[src/rtl/ray_column_sequencer.sv]
// Per-frame ray sweep: launches both wall finders for each screen column, picks the nearer
// hit by squared distance and hands one record per column to the renderer.
module ray_column_sequencer #(
    parameter int unsigned NUM_COLS = 160,
    parameter int unsigned FOV      = 60,
    parameter int unsigned ANG_STEP = 96,
    parameter int unsigned TIMEOUT  = 1023
) (
    input  logic               clock,
    input  logic               resetn,
    input  logic               start,
    input  logic signed [11:0] playerX,
    input  logic signed [11:0] playerY,
    input  logic signed [11:0] player_angle,
    output logic signed [11:0] alpha,
    output logic               begin_calc,
    input  logic signed [11:0] h_wallX,
    input  logic signed [11:0] h_wallY,
    input  logic signed [11:0] v_wallX,
    input  logic signed [11:0] v_wallY,
    input  logic               h_wall_found,
    input  logic               v_wall_found,
    input  logic               h_end_calc,
    input  logic               v_end_calc,
    output logic [7:0]         col_index,
    output logic signed [11:0] col_wallX,
    output logic signed [11:0] col_wallY,
    output logic [24:0]        col_dist_sq,
    output logic               col_hit,
    output logic               col_is_vert,
    output logic               col_valid,
    input  logic               col_ready,
    output logic               busy,
    output logic               frame_done
);

    localparam int unsigned ACC_W  = 17;
    localparam int unsigned DIST_W = 25;
    localparam int unsigned CNT_W  = $clog2(TIMEOUT + 1);
    localparam logic [19:0] TURN_20 = 20'(360 * 256);
    localparam logic [17:0] TURN_18 = 18'(360 * 256);
    localparam logic [17:0] STEP_18 = 18'(ANG_STEP);
    localparam logic [19:0] HALF_FOV_20 = 20'(FOV / 2);
    localparam logic [7:0]  LAST_COL = 8'(NUM_COLS - 1);
    localparam logic [CNT_W-1:0] CNT_LAST = CNT_W'(TIMEOUT - 1);
    localparam logic [DIST_W-1:0] NO_HIT_DIST = {DIST_W{1'b1}};

    typedef enum logic [2:0] {
        S_IDLE, S_LAUNCH, S_WAIT, S_DIFF, S_SQUARE, S_SELECT, S_EMIT, S_ADVANCE
    } state_t;

    state_t state_q, state_d;
    logic [ACC_W-1:0]   acc_q, acc_d;
    logic signed [11:0] px_q, px_d, py_q, py_d;
    logic [CNT_W-1:0]   cnt_q, cnt_d;
    logic               h_done_q, h_done_d, v_done_q, v_done_d;
    logic               h_found_q, h_found_d, v_found_q, v_found_d;
    logic signed [11:0] hx_q, hx_d, hy_q, hy_d, vx_q, vx_d, vy_q, vy_d;
    logic signed [12:0] dxh_q, dxh_d, dyh_q, dyh_d, dxv_q, dxv_d, dyv_q, dyv_d;
    logic [DIST_W-1:0]  dh_q, dh_d, dv_q, dv_d;

    logic signed [11:0] alpha_q, alpha_d;
    logic               begin_calc_q, begin_calc_d;
    logic [7:0]         col_index_q, col_index_d;
    logic signed [11:0] col_wall_x_q, col_wall_x_d, col_wall_y_q, col_wall_y_d;
    logic [DIST_W-1:0]  col_dist_q, col_dist_d;
    logic               col_hit_q, col_hit_d, col_is_vert_q, col_is_vert_d;
    logic               col_valid_q, col_valid_d;
    logic               busy_q, busy_d, frame_done_q, frame_done_d;

    logic [19:0]      start_raw, start_mod;
    logic [17:0]      step_raw, step_mod;
    logic             use_h, use_v, pick_v;

    function automatic logic [DIST_W-1:0] sq(input logic signed [12:0] a);
        logic signed [25:0] w;
        w = 26'(a);
        return DIST_W'(w * w);
    endfunction

    // Angle accumulator seed and per-column step, both kept in [0, 360*256)
    always_comb begin
        start_raw = ({8'd0, player_angle} + HALF_FOV_20) << 8;
        start_mod = (start_raw >= TURN_20) ? (start_raw - TURN_20) : start_raw;
        step_raw  = {1'b0, acc_q} - STEP_18;
        step_mod  = step_raw[17] ? (step_raw + TURN_18) : step_raw;
    end

    // A finder that never reported is treated as a miss regardless of its found input
    always_comb begin
        use_h  = h_done_q & h_found_q;
        use_v  = v_done_q & v_found_q;
        pick_v = use_v & (~use_h | (dv_q < dh_q));
    end

    always_comb begin
        state_d      = state_q;
        acc_d        = acc_q;
        px_d         = px_q;
        py_d         = py_q;
        cnt_d        = cnt_q;
        h_done_d     = h_done_q;
        v_done_d     = v_done_q;
        h_found_d    = h_found_q;
        v_found_d    = v_found_q;
        hx_d         = hx_q;
        hy_d         = hy_q;
        vx_d         = vx_q;
        vy_d         = vy_q;
        dxh_d        = dxh_q;
        dyh_d        = dyh_q;
        dxv_d        = dxv_q;
        dyv_d        = dyv_q;
        dh_d         = dh_q;
        dv_d         = dv_q;
        col_index_d  = col_index_q;
        col_wall_x_d = col_wall_x_q;
        col_wall_y_d = col_wall_y_q;
        col_dist_d   = col_dist_q;
        col_hit_d    = col_hit_q;
        col_is_vert_d = col_is_vert_q;
        frame_done_d = 1'b0;

        case (state_q)
            S_IDLE: begin
                if (start) begin
                    px_d        = playerX;
                    py_d        = playerY;
                    col_index_d = 8'd0;
                    acc_d       = ACC_W'(start_mod);
                    state_d     = S_LAUNCH;
                end
            end
            S_LAUNCH: begin
                h_done_d = 1'b0;
                v_done_d = 1'b0;
                cnt_d    = '0;
                state_d  = S_WAIT;
            end
            S_WAIT: begin
                if (h_end_calc) begin
                    h_done_d  = 1'b1;
                    hx_d      = h_wallX;
                    hy_d      = h_wallY;
                    h_found_d = h_wall_found;
                end
                if (v_end_calc) begin
                    v_done_d  = 1'b1;
                    vx_d      = v_wallX;
                    vy_d      = v_wallY;
                    v_found_d = v_wall_found;
                end
                cnt_d = cnt_q + CNT_W'(1);
                if ((h_done_d && v_done_d) || (cnt_q == CNT_LAST)) begin
                    state_d = S_DIFF;
                end
            end
            S_DIFF: begin
                dxh_d   = {hx_q[11], hx_q} - {px_q[11], px_q};
                dyh_d   = {hy_q[11], hy_q} - {py_q[11], py_q};
                dxv_d   = {vx_q[11], vx_q} - {px_q[11], px_q};
                dyv_d   = {vy_q[11], vy_q} - {py_q[11], py_q};
                state_d = S_SQUARE;
            end
            S_SQUARE: begin
                dh_d    = sq(dxh_q) + sq(dyh_q);
                dv_d    = sq(dxv_q) + sq(dyv_q);
                state_d = S_SELECT;
            end
            S_SELECT: begin
                col_hit_d     = use_h | use_v;
                col_is_vert_d = pick_v;
                if (pick_v) begin
                    col_wall_x_d = vx_q;
                    col_wall_y_d = vy_q;
                    col_dist_d   = dv_q;
                end else if (use_h) begin
                    col_wall_x_d = hx_q;
                    col_wall_y_d = hy_q;
                    col_dist_d   = dh_q;
                end else begin
                    col_wall_x_d = 12'sd0;
                    col_wall_y_d = 12'sd0;
                    col_dist_d   = NO_HIT_DIST;
                end
                state_d = S_EMIT;
            end
            S_EMIT: begin
                if (col_ready) begin
                    frame_done_d = (col_index_q == LAST_COL);
                    state_d      = S_ADVANCE;
                end
            end
            S_ADVANCE: begin
                if (col_index_q == LAST_COL) begin
                    state_d = S_IDLE;
                end else begin
                    col_index_d = col_index_q + 8'd1;
                    acc_d       = ACC_W'(step_mod);
                    state_d     = S_LAUNCH;
                end
            end
            default: state_d = S_IDLE;
        endcase

        // Status outputs registered against the state being entered
        begin_calc_d = (state_d == S_LAUNCH);
        col_valid_d  = (state_d == S_EMIT);
        busy_d       = (state_d != S_IDLE);
        alpha_d      = {3'b000, acc_d[16:8]};
    end

    always_ff @(posedge clock) begin
        if (!resetn) begin
            state_q       <= S_IDLE;
            acc_q         <= '0;
            px_q          <= '0;
            py_q          <= '0;
            cnt_q         <= '0;
            h_done_q      <= 1'b0;
            v_done_q      <= 1'b0;
            h_found_q     <= 1'b0;
            v_found_q     <= 1'b0;
            hx_q          <= '0;
            hy_q          <= '0;
            vx_q          <= '0;
            vy_q          <= '0;
            dxh_q         <= '0;
            dyh_q         <= '0;
            dxv_q         <= '0;
            dyv_q         <= '0;
            dh_q          <= '0;
            dv_q          <= '0;
            alpha_q       <= '0;
            begin_calc_q  <= 1'b0;
            col_index_q   <= '0;
            col_wall_x_q  <= '0;
            col_wall_y_q  <= '0;
            col_dist_q    <= '0;
            col_hit_q     <= 1'b0;
            col_is_vert_q <= 1'b0;
            col_valid_q   <= 1'b0;
            busy_q        <= 1'b0;
            frame_done_q  <= 1'b0;
        end else begin
            state_q       <= state_d;
            acc_q         <= acc_d;
            px_q          <= px_d;
            py_q          <= py_d;
            cnt_q         <= cnt_d;
            h_done_q      <= h_done_d;
            v_done_q      <= v_done_d;
            h_found_q     <= h_found_d;
            v_found_q     <= v_found_d;
            hx_q          <= hx_d;
            hy_q          <= hy_d;
            vx_q          <= vx_d;
            vy_q          <= vy_d;
            dxh_q         <= dxh_d;
            dyh_q         <= dyh_d;
            dxv_q         <= dxv_d;
            dyv_q         <= dyv_d;
            dh_q          <= dh_d;
            dv_q          <= dv_d;
            alpha_q       <= alpha_d;
            begin_calc_q  <= begin_calc_d;
            col_index_q   <= col_index_d;
            col_wall_x_q  <= col_wall_x_d;
            col_wall_y_q  <= col_wall_y_d;
            col_dist_q    <= col_dist_d;
            col_hit_q     <= col_hit_d;
            col_is_vert_q <= col_is_vert_d;
            col_valid_q   <= col_valid_d;
            busy_q        <= busy_d;
            frame_done_q  <= frame_done_d;
        end
    end

    assign alpha       = alpha_q;
    assign begin_calc  = begin_calc_q;
    assign col_index   = col_index_q;
    assign col_wallX   = col_wall_x_q;
    assign col_wallY   = col_wall_y_q;
    assign col_dist_sq = col_dist_q;
    assign col_hit     = col_hit_q;
    assign col_is_vert = col_is_vert_q;
    assign col_valid   = col_valid_q;
    assign busy        = busy_q;
    assign frame_done  = frame_done_q;

endmodule

[config.mk]
export PLATFORM = sky130hd
export DESIGN_NAME = ray_column_sequencer
export DESIGN_NICKNAME = d
export VERILOG_FILES = /design/src/rtl/ray_column_sequencer.sv
export SDC_FILE = /design/constraint.sdc
export NUM_CORES = 2
export LEC_CHECK = 0
export CORE_MARGIN = 5
export CORE_UTILIZATION = 41
export CTS_CLUSTER_DIAMETER = 50
export CTS_CLUSTER_SIZE = 12
export DETAILED_ROUTE_END_ITERATION = 6
export SETUP_SLACK_MARGIN = 0.05
export SLEW_MARGIN = 20
export SYNTH_ARGS = -nofsm -noshare
export SYNTH_HDL_FRONTEND = slang
export SYNTH_SLANG_ARGS = --single-unit
export TNS_END_PERCENT = 1
[constraint.sdc]
create_clock -name clock -period 7.29 [get_ports clock]
set_input_delay 0.729 -clock clock [delete_from_list [all_inputs] [get_ports clock]]
set_output_delay 0.729 -clock clock [all_outputs]
set_load 0.005 [all_outputs]
======== Word-level counts from Yosys, hierarchy flattened ========
Cells that the tools add are included.
storage, ports and cells
  word-level logic and storage cells ...... 105
  output and inout port bits .............. 75
  flip-flop bits (word level) ............. 274
cells by class
  equal/unequal tests ..................... 13
  bitwise logic cells ..................... 6
  magnitude comparators ................... 2
  reduce and logical (&&, ||, !) cells .... 11
  $mul .................................... 4
  multiplexer cells ....................... 26
  $add $sub $neg .......................... 12
operators with widths
  cell                    number
  $mul 13x13->25          4
  $mux 17                 4
  $sub 12x12->13          4
  $add 25x25->25          2
  $mux 25                 2
  $mux 12                 4
  $pmux 17 s2             1
  $lt 25x25->1            1
  $pmux 3 s8              1
  $ge 20x17->1 const B    1
  $pmux 10 s2             1
  $sub 17x7->18 const B   1
  $add 17x17->17 const B  1
  $sub 17x17->17 const B  1
  $mux 8                  2
  $pmux 8 s2              1
  $eq 3x3->1 const B      5
  $add 12x5->12 const B   1
  $add 10x1->10 const B   1
  $eq 10x10->1 const B    1
  $mux 3                  3
  $add 8x1->8 const B     1
  $eq 8x8->1 const B      1
  $eq 3x1->1 const B      2
  other kinds (14)        28

======== Longest topological paths before layout ========
  depth in word-level cells ............... 7
  depth in mapped cells ................... 27
  mapped depth without buffers ............ 26

======== Least setup slack after synthesis ========
No wires, ideal clock.
  path type ............................... reg-to-reg
  start point ............................. register dyv_q[1]
  end point ............................... register dv_q[24]
  buffers on the path ..................... 2
  library setup time ...................... 0.062 ns
  data arrival time ....................... 6.477 ns
  stages on the path, launching flop included .. 25
  required time ........................... 7.228 ns
  setup slack ............................. 0.751 ns
  cells stage by stage .................... dfxtp_1 > clkbuf_1 > clkbuf_1 > nand2_1 > inv_1 > fa_1 > inv_1 > fa_1 > inv_1 > fa_1 > fa_1 > fa_1 > fa_1 > inv_1 > fa_1 > inv_1 > ha_1 > a21oi_1 > o211ai_1 > a221oi_1 > a21oi_1 > nor3_1 > nor3_1 > or3_1 > nand3_1
between the ends
  word-level cells in the longest chain between the ends .. 2
RTL lines
  item                    line  RTL
  start, declared         59    logic signed [12:0] dxh_q, dxh_d, dyh_q, dyh_d, dxv_q, dxv_d, dyv_q, dyv_d;
  start signal, assigned  262   dyv_q <= dyv_d;
  $mul 13x13->25          78    return DIST_W'(w * w);
  $add 25x25->25          167   dv_d = sq(dxv_q) + sq(dyv_q);
  end signal, assigned    264   dv_q <= dv_d;
  end, declared           60    logic [DIST_W-1:0] dh_q, dh_d, dv_q, dv_d;
Every way passes these cells.
A chain may end at the register's enable or synchronous reset.

======== Final worst setup path ========
  start point ............................. register dxh_q[9]
  end point ............................... register dh_q[24]
between the ends
  word-level cells in the longest chain between the ends .. 2
RTL lines
  item                    line  RTL
  start, declared         59
  start signal, assigned  259   dxh_q <= dxh_d;
  $mul 13x13->25          78
  $add 25x25->25          166   dh_d = sq(dxh_q) + sq(dyh_q);
  end signal, assigned    263   dh_q <= dh_d;
  end, declared           60
Every way passes these cells.

==> reports/results.ini <==
[power_and_ir_drop]
p_total_uw = 5560
p_per_area_nw_per_um2 = 138
p_leak_uw = 0.0193
ir_drop_mv = 0.197

[floorplanning]
core_area_um2 = 87200
io_pins = 167
chipHeight_um = 307
die_area_um2 = 94200
die_x_um = 307
initial_core_util_pct = 41.5
rows = 108

[finish]
fin_util_pct = 46.3
layout-drive-gt1-share_pct = 4.39
final_common_cell = inv_1
area.growth.synth_to_final_pct = 11.7
most-common-layout-cells = inv_1, fa_1, nand2_1, ha_1, dfxtp_1
nets = 5236

[run_status]
status = finished clean

[clocking]
clock_latency_ns = 0.56
cts_buffers = 36
cts_hold_buf = 0
h-tree-depth = 2
clock-root-buffer = clkbuf_16
path_clk_slew_ns = 0.06
cts.sinks = 266
cts_buffer_depth = 3
cts_tree = built

[global_routing]
antenna_found_initial = 15
grt_use_total_pct = 21.4
grt_max_degree = 87
grt_overflow_total = 0
grt_pass1_wl_um = 159000
grt_pass1_vias = 28500

[worst_setup_path]
cp-end-kind = flop
worstRegToRegCells = 22
required_ns = 7.69
start_kind = flop
rr_endpoint = dh_q[24]
r2r_start = dxh_q[9]
critical_path_peak_fanout = 8
crit_type = flop to flop
r2r_slack_ns = 0.46
arrival_ns = 7.23

[sta]
finalClockSkew_ns = 0.0215
slew_headroom_pct = 25.6
setup_viol = 0
fin_crit_sh_pct = 93.6
timing_worst_slew_pin_value_ns = 1.11
finalHoldViolCount = 0
slew_viol_final = 0
timing.hold.ws_ns = 0.454
grt_setup_unrepaired = true
setup_tns_ns = 0
fin_crit_ns = 6.83
fmax_mhz = 146

[min_path]
min_path_cells = 2
whs_endpoint = px_q[9]
hp-start = px_q[9]
hold_path_class = flop to flop

[logic_synthesis]
synthArstFlopShare_pct = 0
muxShareOfSynthArea_pct = 0.405
ys_seq_area_share_pct = 14.7
synth.yosys.warnings = 0
synth_adder_area_share_pct = 46.7
ys_top_cells_by_area = fa_1, dfxtp_1, ha_1, inv_1, nand2_1
synth_edf_count = 0
yosysTopAreaCellShare_pct = 36.2
synth_compound_area_share_pct = 8.89
synth-xor-area-share_pct = 3.27
syn_area_um2 = 36100
synth_top_family_by_area = adder cells
synth_area_per_cell_um2 = 8.85
synth_top_cell_by_area = fa_1
syn_inst = 4084
synth_simple_gate_area_share_pct = 14.6
synthFlopType = dfxtp_1
yosysUniqueCellTypes = 74
ys_ff_latch = 266

[drt]
final_antenna_net_count = 0
drt_pre_antenna_iters = 5
routed_wl_um = 100000
drt_iter0_drc = 1677
route.vias.total = 27200
post_drt_wl_per_cell_um = 18.7
drt_drc_violations_left = 0
vias_per_cell = 5.06

[place]
gp_congestion = 0.915
dpl.hpwl_um = 83000
io_buffers = 163

[flow_run]
maxCapViolCount = 0

## Yosys cell counts (11+ instances only)
cell type	instances
a211oi_1	23
or2_2	13
nand4_1	44
o21a_1	11
nor2b_1	30
nor2_1	208
dfxtp_1	266
and2_1	135
a221o_1	23
nor3_1	46
buf_4	12
a21o_1	26
o21ai_0	81
o311ai_0	28
nand2b_1	15
xor2_1	36
a31oi_1	13
or3_1	18
clkbuf_1	145
a21oi_1	218
buf_1	11
fa_1	654
nand2_1	477
nand3_1	71
and3_1	37
ha_1	302
inv_1	911
xnor2_1	99
## worst max-delay path, stage by stage, from the launching register on
cell      delay, ns
dfxtp_1        0.55
inv_1          0.22
nor2_1         0.25
fa_1           0.48
fa_1           0.54
inv_1          0.05
fa_1           0.52
inv_1          0.05
fa_1           0.48
fa_1           0.52
fa_1           0.52
inv_1          0.06
fa_1           0.47
inv_1          0.04
ha_1           0.36
nand2_1        0.09
o21ai_0        0.34
a31oi_1        0.13
o21ai_0        0.35
a211oi_1       0.13
nor3_1         0.26
xnor2_1        0.16
a21oi_1        0.08
## timing repair
action,CTS,global route
setup endpoints to repair,0,5
gates resized for setup,0,3
buffers inserted,0,0
## state kept, by name, summed over array words and instances (netlist names), 13 cells and up
name / count
dxh_q: 13
col_dist_sq: 25
dyh_q: 13
dyv_q: 13
dh_q: 25
dv_q: 25
dxv_q: 13
## cells by family (layout without fill, tap and decap cells)
logic type      after synthesis  in the layout
simple gates               1127           1127
buf+inv                    1085           1211
xor+xnor                    135            135
fa+ha+maj                   956            956
flops                       266            266
other cells                   1             11
mux                          14             14
compound gates              500            500
## how the worst max path moves through the flow
| stage | start | end | cells past startpoint |
|---|---|---|---|
| after CTS | dxv_q[2] | dv_q[23] | 21 |
| after global placement | dxv_q[2] | dv_q[23] | 21 |
| after detailed placement | dxv_q[2] | dv_q[23] | 21 |
| after global routing | dxv_q[0] | dv_q[23] | 22 |
| final | dxh_q[9] | dh_q[24] | 22 |
| after floorplan | dyv_q[1] | dv_q[24] | 24 |
## area by class of cell
class / instances / area, µm²
fillers: 8570 / 46800
multi-input cells: 2735 / 26700
flip-flops and latches: 266 / 5330
inverters: 912 / 3430
repair buffers: 237 / 2200
well taps: 1155 / 1450
clock buffers: 44 / 982
clock inverters: 18 / 244
diodes: 8 / 20.0
## metal layers
layer	global-route usage, %	up-vias	share of wire [%]
li1	-	12900	-
met1	28.7	13500	43
met2	35.3	669	47
met3	4.89	150	7.0
met4	5.40	12	2.8
met5	1.26	-	0.16
## through the flow
step / instances / setup slack, ns / instance area, µm²
3_3_place_gp: 5305 / 0.372 / 39100
2_1_floorplan: 4086 / 0.751 / 36100
3_5_place_dp: 5305 / 0.314 / 39100
6_report: 5375 / 0.463 / 40400
5_1_grt: 5369 / 0.0467 / 40300
4_1_cts: 5367 / 0.328 / 40300
## power breakdown
group          switching [µW]  leakage [µW]  internal [µW]
registers                 141       0.00215           1550
logic                    1230        0.0165            794
clock network             764      0.000590           1090
Power figures use the tool's default switching activity.
